<file path="config.mk">
export PLATFORM = sky130hd
export DESIGN_NAME = gray_ptr_sync_decoder
export DESIGN_NICKNAME = d
export VERILOG_FILES = /design/src/rtl/fifo_ptr_pkg.sv /design/src/rtl/gray_to_binary.sv /design/src/rtl/gray_ptr_sync_decoder.sv
export SDC_FILE = /design/constraint.sdc
export NUM_CORES = 1
export LEC_CHECK = 0
export CELL_PAD_IN_SITES_DETAIL_PLACEMENT = 0
export CELL_PAD_IN_SITES_GLOBAL_PLACEMENT = 2
export CORE_ASPECT_RATIO = 0.6
export CORE_UTILIZATION = 30
export CTS_BUF_LIST = sky130_fd_sc_hd__clkbuf_8
export DETAILED_ROUTE_END_ITERATION = 6
export GPL_TIMING_DRIVEN = 1
export HOLD_SLACK_MARGIN = 0.02
export PLACE_DENSITY_LB_ADDON = 0.25
export SETUP_SLACK_MARGIN = 0.15
export SYNTH_ARGS = -nofsm -noshare
export SYNTH_HDL_FRONTEND = slang
export SYNTH_SLANG_ARGS = --single-unit
export TNS_END_PERCENT = 10
</file>
<file path="constraint.sdc">
create_clock -name CLK -period 4.9 [get_ports CLK]
set_input_delay 0.98 -clock CLK [delete_from_list [all_inputs] [get_ports CLK]]
set_output_delay 0.98 -clock CLK [all_outputs]
set_load 0.02 [all_outputs]
</file>
<file path="src/rtl/fifo_ptr_pkg.sv">
// Shared definitions for async-FIFO pointer handling: default pointer
// width, default synchronizer depth, Gray decode and bit-count helpers.
package fifo_ptr_pkg;

  localparam int PTR_W_DEF       = 4;
  localparam int SYNC_STAGES_DEF = 2;
  localparam int MAX_W           = 32;

  // Gray to binary over the full MAX_W width. Narrower codes are passed
  // zero-extended; the zero upper bits decode to zero and leave the low
  // bits correct, so one loop serves every pointer width.
  function automatic logic [MAX_W-1:0] gray2bin(input logic [MAX_W-1:0] g);
    logic [MAX_W-1:0] b;
    b[MAX_W-1] = g[MAX_W-1];
    for (int i = MAX_W - 2; i >= 0; i--) begin
      b[i] = b[i+1] ^ g[i];
    end
    return b;
  endfunction

  // Number of set bits; used to spot Gray steps touching more than one bit.
  function automatic int unsigned popcount(input logic [MAX_W-1:0] v);
    int unsigned n;
    n = 0;
    for (int i = 0; i < MAX_W; i++) begin
      n += {31'b0, v[i]};
    end
    return n;
  endfunction

endpackage

</file>
<file path="src/rtl/gray_to_binary.sv">
// Combinational PTR_W-wide Gray-to-binary decoder; exact inverse of the
// pointer encoder on the sending side.
module gray_to_binary
  import fifo_ptr_pkg::*;
#(
  parameter int PTR_W = PTR_W_DEF
) (
  input  logic [PTR_W-1:0] gray_in,
  output logic [PTR_W-1:0] bin_out
);

  assign bin_out = PTR_W'(gray2bin(MAX_W'(gray_in)));

endmodule

</file>
<file path="src/rtl/gray_ptr_sync_decoder.sv">
// Receiving side of an async-FIFO pointer crossing: synchronizes a Gray
// pointer, decodes it to binary and reports how far it advanced.
// Optional macro GRAY_PTR_CHECK_EN adds a sticky gray_err output that flags
// last-stage samples differing in more than one bit.
module gray_ptr_sync_decoder
  import fifo_ptr_pkg::*;
#(
  parameter int PTR_W       = PTR_W_DEF,
  parameter int SYNC_STAGES = SYNC_STAGES_DEF
) (
  input  logic             CLK,
  input  logic             RST,
  input  logic [PTR_W-1:0] gray_pointer_in,
  output logic [PTR_W-1:0] bin_pointer_out,
  output logic             ptr_valid,
  output logic             ptr_changed,
  output logic [PTR_W-1:0] ptr_advance
`ifdef GRAY_PTR_CHECK_EN
  ,
  output logic             gray_err
`endif
);

  localparam int CNT_W = $clog2(SYNC_STAGES + 2);
  localparam logic [CNT_W-1:0] CNT_FULL = CNT_W'(SYNC_STAGES + 1);
  localparam logic [CNT_W-1:0] CNT_LAST = CNT_W'(SYNC_STAGES);

  logic [PTR_W-1:0] r_sync [SYNC_STAGES];
  logic [CNT_W-1:0] r_fill;
  logic [PTR_W-1:0] w_dec;

  // ---- stage 1..SYNC_STAGES: plain flop chain, no logic between stages
  // Shift the foreign Gray pointer through the synchronizer flops.
  always_ff @(posedge CLK or negedge RST) begin
    if (!RST) begin
      for (int i = 0; i < SYNC_STAGES; i++) begin
        r_sync[i] <= '0;
      end
    end else begin
      r_sync[0] <= gray_pointer_in;
      for (int i = 1; i < SYNC_STAGES; i++) begin
        r_sync[i] <= r_sync[i-1];
      end
    end
  end

  // ---- decode: last sync stage only
  gray_to_binary #(
    .PTR_W (PTR_W)
  ) u_dec (
    .gray_in (r_sync[SYNC_STAGES-1]),
    .bin_out (w_dec)
  );

  // Count edges after reset release; valid latches once the chain has
  // flushed its reset contents into the output register.
  always_ff @(posedge CLK or negedge RST) begin
    if (!RST) begin
      r_fill    <= '0;
      ptr_valid <= 1'b0;
    end else begin
      if (r_fill != CNT_FULL) begin
        r_fill <= r_fill + 1'b1;
      end
      if (r_fill == CNT_LAST) begin
        ptr_valid <= 1'b1;
      end
    end
  end

  // ---- output stage: binary pointer plus change/advance relative to it
  // Load the decoded pointer every cycle and report the modular step.
  always_ff @(posedge CLK or negedge RST) begin
    if (!RST) begin
      bin_pointer_out <= '0;
      ptr_changed     <= 1'b0;
      ptr_advance     <= '0;
    end else begin
      bin_pointer_out <= w_dec;
      if (ptr_valid && (w_dec != bin_pointer_out)) begin
        ptr_changed <= 1'b1;
        ptr_advance <= w_dec - bin_pointer_out;
      end else begin
        ptr_changed <= 1'b0;
        ptr_advance <= '0;
      end
    end
  end

`ifdef GRAY_PTR_CHECK_EN
  logic [PTR_W-1:0] r_gray_prev;

  // Sticky flag for any consecutive last-stage pair differing in >1 bit.
  always_ff @(posedge CLK or negedge RST) begin
    if (!RST) begin
      r_gray_prev <= '0;
      gray_err    <= 1'b0;
    end else begin
      r_gray_prev <= r_sync[SYNC_STAGES-1];
      if (ptr_valid &&
          (popcount(MAX_W'(r_sync[SYNC_STAGES-1] ^ r_gray_prev)) > 1)) begin
        gray_err <= 1'b1;
      end
    end
  end
`endif

endmodule

</file>
==> results of run 1 <==
==> report_power, final <==
part / internal (mW) / leakage (nW) / switching (mW) / total, mW
clock network: 0.109 / 0.0357 / 0.0512 / 0.160
logic: 0.0578 / 0.193 / 0.0592 / 0.117
registers: 0.188 / 0.222 / 0.00840 / 0.196
==> cell families after synthesis <==
| logic type | after synthesis | share of synthesized area (%) |
|---|---|---|
| simple gates | 9 | 7.156 |
| fa+ha+maj | 6 | 10.98 |
| buf+inv | 5 | 2.496 |
| compound gates | 4 | 2.661 |
| xor+xnor | 7 | 10.15 |
| flops | 20 | 66.56 |
==> routing by layer <==
metal	global-route usage, %	wire length [µm]	up-vias
li1	-	-	197
met1	11.02	464	174
met2	13.64	404	14
met3	6.667	72	2
met4	1.596	6	0
met5	0	0	-
==> layout by cell type, fill, tap and decap left out, drive strengths merged <==
cell / Yosys / final
bufinv: 0 / 1
a21oi: 2 / 2
xor2: 4 / 4
nor3b: 1 / 1
nand3b: 1 / 1
clkdlybuf4s50: 0 / 15
inv: 5 / 5
fa: 1 / 1
clkbuf: 0 / 3
o21ai: 2 / 2
nor2: 2 / 2
dfrtp: 20 / 20
ha: 5 / 5
nand3: 2 / 2
nor2b: 1 / 1
or2: 1 / 1
xnor2: 3 / 3
nand2: 1 / 1
==> worst register-to-register path: cells and delay by family (launching register included) <==
family / cells / cell delay [ns]
flip-flops: 1 / 0.42
XOR/XNOR: 4 / 0.75
AND/OR/NAND/NOR: 1 / 0.06
adder cells (fa/ha/maj): 2 / 0.61
==> path summary, 6_finish.rpt <==
kind / from / to / slack, ns / cells past startpoint
setup / recovery: bin_pointer_out[1]$_DFF_PN0_ / bin_pointer_out[1] / 2.65 / 1
hold / removal: r_sync[6]$_DFF_PN0_ / r_sync[2]$_DFF_PN0_ / 0.35 / 0
setup reg to reg: r_sync[3]$_DFF_PN0_ / ptr_advance[2]$_DFF_PN0_ / 2.94 / 7
hold reg to reg: r_sync[6]$_DFF_PN0_ / r_sync[2]$_DFF_PN0_ / 0.35 / 0
max in group asynchronous: RST / r_sync[2]$_DFF_PN0_ / 3.17 / 1
min in group asynchronous: RST / ptr_advance[0]$_DFF_PN0_ / 1.21 / 1
==> sequential cells by signal, indices dropped and copies added, names as in the netlist <==
signal / count
bin_pointer_out: 4
ptr_advance: 4
r_fill: 2
ptr_valid: 1
r_sync: 8
ptr_changed: 1
==> area by class of cell <==
cell class,count,area (µm²),share of cell area [%]
sequential,20,500.5,49.50
inverter,5,18.77,1.856
tap,30,37.54,3.713
multi-input combinational,26,232.7,23.02
clock inverter,1,30.03,2.970
timing repair buffer,15,150.1,14.85
clock buffer,3,41.29,4.084
==> metrics by stage <==
| stage | std cells | util [%] | power (mW) |
|---|---|---|---|
| after floorplan | 51 | - | 0.2646 |
| after global placement | 96 | 41.56 | 0.3194 |
| after detailed placement | 96 | 41.56 | 0.3188 |
| after CTS | 100 | 44.71 | 0.4824 |
| after global routing | 100 | 44.71 | 0.5004 |
| final | 100 | 44.71 | 0.4734 |
==> results.md, run 1 <==
- HPWL after detailed placement: 720.6 µm
- Most common cell in the netlist: dfrtp_1
- FMAX: 0.4446 GHz
- Worst-path fanout max: 3
- Cells after synthesis: 51
- Post-synth EDFFs: 0
- Core outline area: 2261 µm²
- P&R area growth vs syn: 34.44%
- Via count: 387
- Buf/Inv on CP: 1
- Area leader, netlist: dfrtp_1
- Hold Buf Count CTS: 0
- Pre-CTS WS: 2.800 ns
- Clock Sinks: 20
- Post-cts resize count: 0
- Inserted Diodes: 0
- Power density cells: 468.3 nW/µm²
- Clock skew: 0.002119 ns
- Yosys cell types: 18
- Row Count: 13
- Synthesized cell area: 752.0 µm²
- Gr usage total: 9.218%
- Top FF cell, synth: dfrtp_1
- Yosys reg bits: 20
- Post-route minimum period: 2.249 ns
- Total setup violations reported at the end of the flow: 0
- Worst hold slack: 0.3505 ns
- Clock Root Buffer: clkbuf_8
- Setup TNS: 0 ns
- Critical path capture point type: output pin
- Register area share after synthesis: 66.56%
- CP cell instances: clkdlybuf4s50_1
- Maxcap violations: 0
- Layout cells sized above 1: 11.43%
- DRT iter0 DRCs: 13
- Drt via density: 3.870
- Worst setup SP type: flip-flop
- Leakage: 0.4504 nW
- Top-level I/O count: 16
- TritonCTS clock tree: built
- Antenna Nets Post-Route: 0
- Initial antenna violation count: 0
- GP Congestion: 0.7152
- GRT Residual Overflow: 0
- Mapped Avg Cell Area: 14.74 µm²
- DIE WIDTH: 66.64 µm
- Post-synth ARST share: 100.0%
- Slowest CP cell: clkdlybuf4s50_1
- Hold Fails Final Rpt: 0
- Worst-Skew Late Latency: 0.25 ns
- Vias in the first global route: 371
- # nets final: 83
- Unrepaired setup endpoints after global routing: no
- Final WS setup: 2.651 ns
- 1st-pass router iterations: 2
- Hold/Removal Path Class: flip-flop to flip-flop
- DRC viols: 0
- CTS HTree Levels: 1
- Worst-path clk slew: 0.07 ns
- Die area: 2717 µm²
- Post-route cell area: 1011 µm²
- Synth top area cells: dfrtp_1 67%, ha_1 8.3%, xor2_1 3.5%
- Arrival @ worst endpoint: 1.27 ns
- Top cell type's share of synthesized area: 66.56%
- IO Port Bufs: 15
- Final Cycle Share: 45.90%
- Crit path kind: flip-flop to output pin
- CP peak stage delay: 0.62 ns
- WL final: 948 µm
- WL/cell: 9.480 µm
- Family with the most delay on the worst path: buffers and inverters
- Placed Area: 939.7 µm²
- Outcome: complete, no violations
- Syn Nets: 63
- First-pass GRT wire length: 1.656 mm
- Final Max Slew Viols: 0
- Critical Path RT: 3.92 ns
- Largest net degree at the start of global routing: 21
- Synth warn: 0
- Initial Util: 33.26%
- Fill cells: 216
- TritonCTS buffer count: 3
- Slew headroom: 43.41%
- Commonest cells post-synth: 20 x dfrtp_1, 5 x ha_1, 5 x inv_1
- Worst slew pin tran: 0.8462 ns
- Setup bufs post-CTS: 0
- Die height: 40.78 µm
- Clock Path Buffers: 2
- Maximum VDD drop: 0.1952 mV
Note: power is estimated with default switching activity, not from simulation.
==> run 2: changes to the inputs <==
==> constraint.sdc (replaced) <==
create_clock -name CLK -period 2.25 [get_ports CLK]
set_input_delay 0.45 -clock CLK [delete_from_list [all_inputs] [get_ports CLK]]
set_output_delay 0.45 -clock CLK [all_outputs]
set_load 0.02 [all_outputs]
==> results.md, run 2 (same netlist as run 1, synthesis figures left out) <==
- Setup bufs post-CTS: 0 (unchanged)
- Top-level I/O count: 16 (unchanged)
- First-pass GRT wire length: 1.738 mm (was 1.656 mm)
- Inserted Diodes: 0 (unchanged)
- Unrepaired setup endpoints after global routing: no (unchanged)
- Worst r2r src: r_sync[3]$_DFF_PN0_ (unchanged)
- Hold Crit Depth: 0 (unchanged)
- Arrival @ worst endpoint: 2.07 ns (was 1.27 ns)
- Post-cts resize count: 0 (unchanged)
- Critical Path RT: 2.38 ns (was 3.92 ns)
- Drt via density: 3.960 (was 3.870)
- Largest net degree at the start of global routing: 21 (unchanged)
- Post-route minimum period: 1.934 ns
- FMAX: 0.5171 GHz
- Worst R2R Path Depth: 7 (unchanged)
- Worst hold slack: 0.3498 ns (was 0.3505 ns)
- Worst-path clk slew: 0.07 ns (about the same)
- Crit path kind: flip-flop to flip-flop (was flip-flop to output pin)
- DIE WIDTH: 66.64 µm (unchanged)
- HPWL after detailed placement: 766.4 µm (was 720.6 µm)
- Final Cycle Share: 85.94%
- DRT iter0 DRCs: 5 (was 13)
- CP peak stage delay: 0.43 ns (was 0.62 ns)
- Worst hold path endpoint: r_sync[3]$_DFF_PN0_ (was r_sync[2]$_DFF_PN0_)
- Vias in the first global route: 380 (was 371)
- Power density cells: 1021 nW/µm² (was 468.3 nW/µm²)
- Critical path capture point type: flip-flop (was output pin)
- Core Util, Final: 45.05% (was 44.71%)
- Clock Path Buffers: 2 (unchanged)
- Worst-path fanout max: 4 (was 3)
- # nets final: 84 (was 83)
- Die height: 40.78 µm (unchanged)
- 1st-pass router iterations: 4 (was 2)
- Die area: 2717 µm² (unchanged)
- WL final: 1.046 mm (was 948 µm)
- Clock skew: 0.001810 ns (was 0.002119 ns)
- Outcome: complete, no violations (unchanged)
- CTS HTree Levels: 1 (unchanged)
- Total setup violations reported at the end of the flow: 0 (unchanged)
- Setup TNS: 0 ns (unchanged)
- Initial antenna violation count: 0 (unchanged)
- TritonCTS clock tree: built (unchanged)
- Maxcap violations: 0 (unchanged)
- Layout cells sized above 1: 12.68% (was 11.43%)
- Final Max Slew Viols: 0 (unchanged)
- GP Congestion: 0.6865 (was 0.7152)
- Leading cell type in the layout, fill and taps excluded: dfrtp_1 (unchanged)
- Antenna Nets Post-Route: 0 (unchanged)
- Reg-to-reg slack, setup: 0.32 ns (was 2.94 ns)
- Pre-CTS WS: 0.3069 ns (was 2.800 ns)
- Core outline area: 2261 µm² (unchanged)
- R2R Path End: ptr_advance[2]$_DFF_PN0_ (unchanged)
- P&R area growth vs syn: 35.44% (was 34.44%)
- Initial Util: 33.26% (unchanged)
- Clock Root Buffer: clkbuf_8 (unchanged)
- Row Count: 13 (unchanged)
- Slowest CP cell: dfrtp_1 (was clkdlybuf4s50_1)
- Maximum VDD drop: 0.3611 mV (was 0.1952 mV)
- TritonCTS buffer count: 3 (unchanged)
- Worst setup SP type: flip-flop (unchanged)
- CP cell instances: xor2_2 > xnor2_2 > xor2_1 > ha_1 > fa_1 > xor2_1 > nor2_1 (was clkdlybuf4s50_1)
- Largest Register: r_sync (unchanged)
- Hold Fails Final Rpt: 0 (unchanged)
- Hold Buf Count CTS: 0 (unchanged)
- GRT Residual Overflow: 0 (unchanged)
- DRC viols: 0 (unchanged)
- WL/cell: 10.36 µm (was 9.480 µm)
- Clock Sinks: 20 (unchanged)
- Hold/Removal Path Class: flip-flop to flip-flop (unchanged)
- Total Power Consumption: 1.040 mW (was 0.4734 mW)
- Min-delay src: r_sync[7]$_DFF_PN0_ (was r_sync[6]$_DFF_PN0_)
- Most frequent cells in the layout: 20 x dfrtp_1, 15 x clkdlybuf4s50_1, 5 x inv_1, 5 x ha_1 (unchanged)
- Most used cell, CP: xor2_1
- Slew headroom: 79.30% (was 43.41%)
- IO Port Bufs: 15 (unchanged)
- Fill cells: 202 (was 216)
- Gr usage total: 9.606% (was 9.218%)
- Worst slew pin tran: 0.3084 ns (was 0.8462 ns)
- Worst-Skew Late Latency: 0.25 ns (about the same)
- Max FFs per register: 8 (unchanged)
- Leakage: 0.4552 nW (was 0.4504 nW)
- Final WS setup: 0.3163 ns (was 2.651 ns)
- Via count: 400 (was 387)
- Largest regs: r_sync: 8 flops, bin_pointer_out: 4 flops, ptr_advance: 4 flops (unchanged)
==> run 2: cell types whose count changed in the layout (fill, tap and decap cells not counted), sizes merged <==
cell,previous run,this run
buf,0,1
==> run 2: cell type report <==
cell class	instances	area, µm²	area share (%)
well taps	30	37.54	3.685
clock buffers	3	41.29	4.054
clock inverters	1	30.03	2.948
repair buffers	16	157.7	15.48
inverters	5	18.77	1.843
multi-input cells	26	232.7	22.85
flip-flops and latches	20	500.5	49.14
==> run 2: metrics by stage <==
step	cells	area, µm²
global placement	97	947.2
finish	101	1018
global route	101	1018
floorplan	51	752.0
CTS	101	1018
detailed placement	97	947.2
==> run 2: worst max-delay path: cells and delay by family, from the launching register on <==
family	cells	cell delay, ns
simple gates	1	0.05
flops	1	0.43
xor+xnor	4	0.75
fa+ha+maj	2	0.59
==> run 2: power breakdown <==
group,switching [mW],internal [mW],leakage [nW]
registers,0.0202,0.409,0.222
logic,0.132,0.128,0.197
clock network,0.114,0.237,0.0357
total,0.266,0.774,0.455
==> run 2: worst max-delay path by stage <==
stage,startpoint,endpoint,slack [ns],cells after the start
floorplan,r_sync[3]$_DFF_PN0_,ptr_advance[2]$_DFF_PN0_,0.44,7
global placement,r_sync[3]$_DFF_PN0_,ptr_advance[3]$_DFF_PN0_,0.34,7
detailed placement,r_sync[3]$_DFF_PN0_,ptr_advance[2]$_DFF_PN0_,0.31,7
CTS,r_sync[3]$_DFF_PN0_,ptr_advance[2]$_DFF_PN0_,0.29,7
global route,r_sync[3]$_DFF_PN0_,ptr_advance[2]$_DFF_PN0_,0.15,7
finish,r_sync[3]$_DFF_PN0_,ptr_advance[2]$_DFF_PN0_,0.32,7
==> run 2: routing by layer <==
layer,vias up,global-route usage [%],share of wire (%)
met5,-,0,0
met4,0,3.191,0
met3,0,5.000,6.4
met2,13,13.89,43
met1,186,12.41,51
li1,201,-,-
==> run 3: changes to the inputs <==
--- a/config.mk
+++ b/config.mk
@@ -5,8 +5,9 @@
 export SDC_FILE = /design/constraint.sdc
 export NUM_CORES = 1
 export LEC_CHECK = 0
-export CELL_PAD_IN_SITES_DETAIL_PLACEMENT = 0
-export CELL_PAD_IN_SITES_GLOBAL_PLACEMENT = 2
+export CAP_MARGIN = 10
+export CELL_PAD_IN_SITES_DETAIL_PLACEMENT = 1
+export CELL_PAD_IN_SITES_GLOBAL_PLACEMENT = 1
 export CORE_ASPECT_RATIO = 0.6
 export CORE_UTILIZATION = 30
 export CTS_BUF_LIST = sky130_fd_sc_hd__clkbuf_8
==> results.md, run 3 (same netlist as run 1, synthesis figures left out) <==
- Crit path kind: flip-flop to flip-flop (unchanged)
- CP cell instances: xor2_2 > xnor2_2 > xor2_1 > ha_1 > fa_1 > xor2_1 > nor2_1 (unchanged)
- CP peak stage delay: 0.43 ns (about the same)
- Vias in the first global route: 391 (was 380)
- Via count: 431 (was 400)
- Setup TNS: 0 ns (unchanged)
- Most frequent cells in the layout: 20 x dfrtp_1, 15 x clkdlybuf4s50_1, 5 x inv_1, 5 x ha_1 (unchanged)
- IO Port Bufs: 15 (unchanged)
- CTS HTree Levels: 1 (unchanged)
- Clock skew: 0.002075 ns (was 0.001810 ns)
- 1st-pass router iterations: 2 (was 4)
- Total setup violations reported at the end of the flow: 0 (unchanged)
- Power density cells: 1016 nW/µm² (was 1021 nW/µm²)
- Worst-path clk slew: 0.07 ns (about the same)
- GRT Residual Overflow: 0 (unchanged)
- Final Max Slew Viols: 0 (unchanged)
- DRC viols: 0 (unchanged)
- Largest regs: r_sync: 8 flops, bin_pointer_out: 4 flops, ptr_advance: 4 flops (unchanged)
- Leading cell type in the layout, fill and taps excluded: dfrtp_1 (unchanged)
- Critical Path RT: 2.39 ns (was 2.38 ns)
- Outcome: complete, no violations (unchanged)
- Drt via density: 4.184 (was 3.960)
- Worst-path fanout max: 4 (unchanged)
- Worst setup SP type: flip-flop (unchanged)
- Clock Path Buffers: 2 (unchanged)
- TritonCTS buffer count: 3 (unchanged)
- Die area: 2717 µm² (unchanged)
- Most used cell, CP: xor2_1 (unchanged)
- Unrepaired setup endpoints after global routing: no (unchanged)
- Maxcap violations: 0 (unchanged)
- Clock Sinks: 20 (unchanged)
- Layout cells sized above 1: 15.07% (was 12.68%)
- Maximum VDD drop: 0.3981 mV (was 0.3611 mV)
- Die height: 40.78 µm (unchanged)
- Row Count: 13 (unchanged)
- Final Non-Filler Cells: 103 (was 101)
- Hold Fails Final Rpt: 0 (unchanged)
- DRT iter0 DRCs: 10 (was 5)
- Largest net degree at the start of global routing: 21 (unchanged)
- GP Congestion: 0.6882 (was 0.6865)
- # nets final: 86 (was 84)
- Clock Root Buffer: clkbuf_8 (unchanged)
- Worst slew pin tran: 0.3066 ns (was 0.3084 ns)
- Post-route minimum period: 1.922 ns (was 1.934 ns)
- Initial antenna violation count: 0 (unchanged)
- Largest Register: r_sync (unchanged)
- Multi-input logic area: 232.7 µm² (unchanged)
- Post-cts resize count: 0 (unchanged)
- Core outline area: 2261 µm² (unchanged)
- Worst-Skew Late Latency: 0.26 ns (was 0.25 ns)
- WL final: 1.077 mm (was 1.046 mm)
- Slowest CP cell: dfrtp_1 (unchanged)
- Leakage: 0.4648 nW (was 0.4552 nW)
- Final Cycle Share: 85.41% (was 85.94%)
- Top-level I/O count: 16 (unchanged)
- Critical path capture point type: flip-flop (unchanged)
- FMAX: 0.5204 GHz (was 0.5171 GHz)
- P&R area growth vs syn: 37.44% (was 35.44%)
- Fill cells: 228 (was 202)
- Initial Util: 33.26% (unchanged)
- WL/cell: 10.46 µm (was 10.36 µm)
- Hold/Removal Path Class: flip-flop to flip-flop (unchanged)
- Cells after DPL: 97 (unchanged)
- TritonCTS clock tree: built (unchanged)
- Arrival @ worst endpoint: 2.06 ns (was 2.07 ns)
- Max FFs per register: 8 (unchanged)
- HPWL after detailed placement: 781.7 µm (was 766.4 µm)
- Antenna Nets Post-Route: 0 (unchanged)
- Slew headroom: 79.42% (was 79.30%)
- DIE WIDTH: 66.64 µm (unchanged)
- Inserted Diodes: 0 (unchanged)
- FF/Latch Area: 500.5 µm² (unchanged)
- First-pass GRT wire length: 1.856 mm (was 1.738 mm)
- Gr usage total: 10.91% (was 9.606%)
run 3: changes by cell type in the layout (fill, tap and decap cells not counted):
cell	previous run	this run
buf_4	1	3
run 3: layout make-up:
| type | instances | share of cell area, % |
|---|---|---|
| Clock buffer | 3 | 3.995 |
| Tap cell | 30 | 3.632 |
| Timing Repair Buffer | 18 | 16.71 |
| Sequential cell | 20 | 48.43 |
| Multi-Input combinational cell | 26 | 22.52 |
| Inverter | 5 | 1.816 |
| Clock inverter | 1 | 2.906 |
run 3: where the power goes:
group          internal (mW)  switching (mW)
registers              0.409          0.0190
clock network          0.238           0.116
logic                  0.134           0.134
total                  0.781           0.269
run 3: critical path, delay by kind of cell, from the launching register on:
kind          cells  cell delay [ns]
fa+ha+maj         2             0.59
simple gates      1             0.06
flops             1             0.43
xor+xnor          4             0.73
run 3: routing by layer:
layer / vias to the layer above / GRT usage [%] / wire length [µm]
li1: 203 / - / -
met5: - / 0 / 0
met2: 13 / 15.15 / 472
met3: 4 / 5.833 / 85
met1: 211 / 12.50 / 486
met4: 0 / 9.574 / 32
run 3: through the flow:
step	instance area, µm²	total power, mW	hold slack (ns)	worst slack (ns)	utilization (%)
floorplan	752.0	0.5763	0.1544	0.4431	-
global placement	947.2	0.6963	0.3313	0.3539	41.89
global route	1033	1.111	0.3595	0.2029	45.71
finish	1033	1.050	0.3502	0.3283	45.71
detailed placement	947.2	0.7011	0.3362	0.2596	41.89
CTS	1018	1.066	0.3538	0.2499	45.05
run 3: repair_timing:
action,CTS,global route
hold buffers,0,0
setup endpoints to repair,0,1
buffers inserted,0,2
run 3: final timing paths:
check                                    start                        to  slack [ns]  depth (start not counted)
hold reg to reg            r_sync[4]$_DFF_PN0_       r_sync[0]$_DFF_PN0_        0.35                          0
hold / removal             r_sync[4]$_DFF_PN0_       r_sync[0]$_DFF_PN0_        0.35                          0
setup / recovery           r_sync[3]$_DFF_PN0_  ptr_advance[2]$_DFF_PN0_        0.33                          7
setup reg to reg           r_sync[3]$_DFF_PN0_  ptr_advance[2]$_DFF_PN0_        0.33                          7
min in group asynchronous                  RST  ptr_advance[3]$_DFF_PN0_        0.53                          2
max in group asynchronous                  RST       r_sync[2]$_DFF_PN0_        1.53                          2
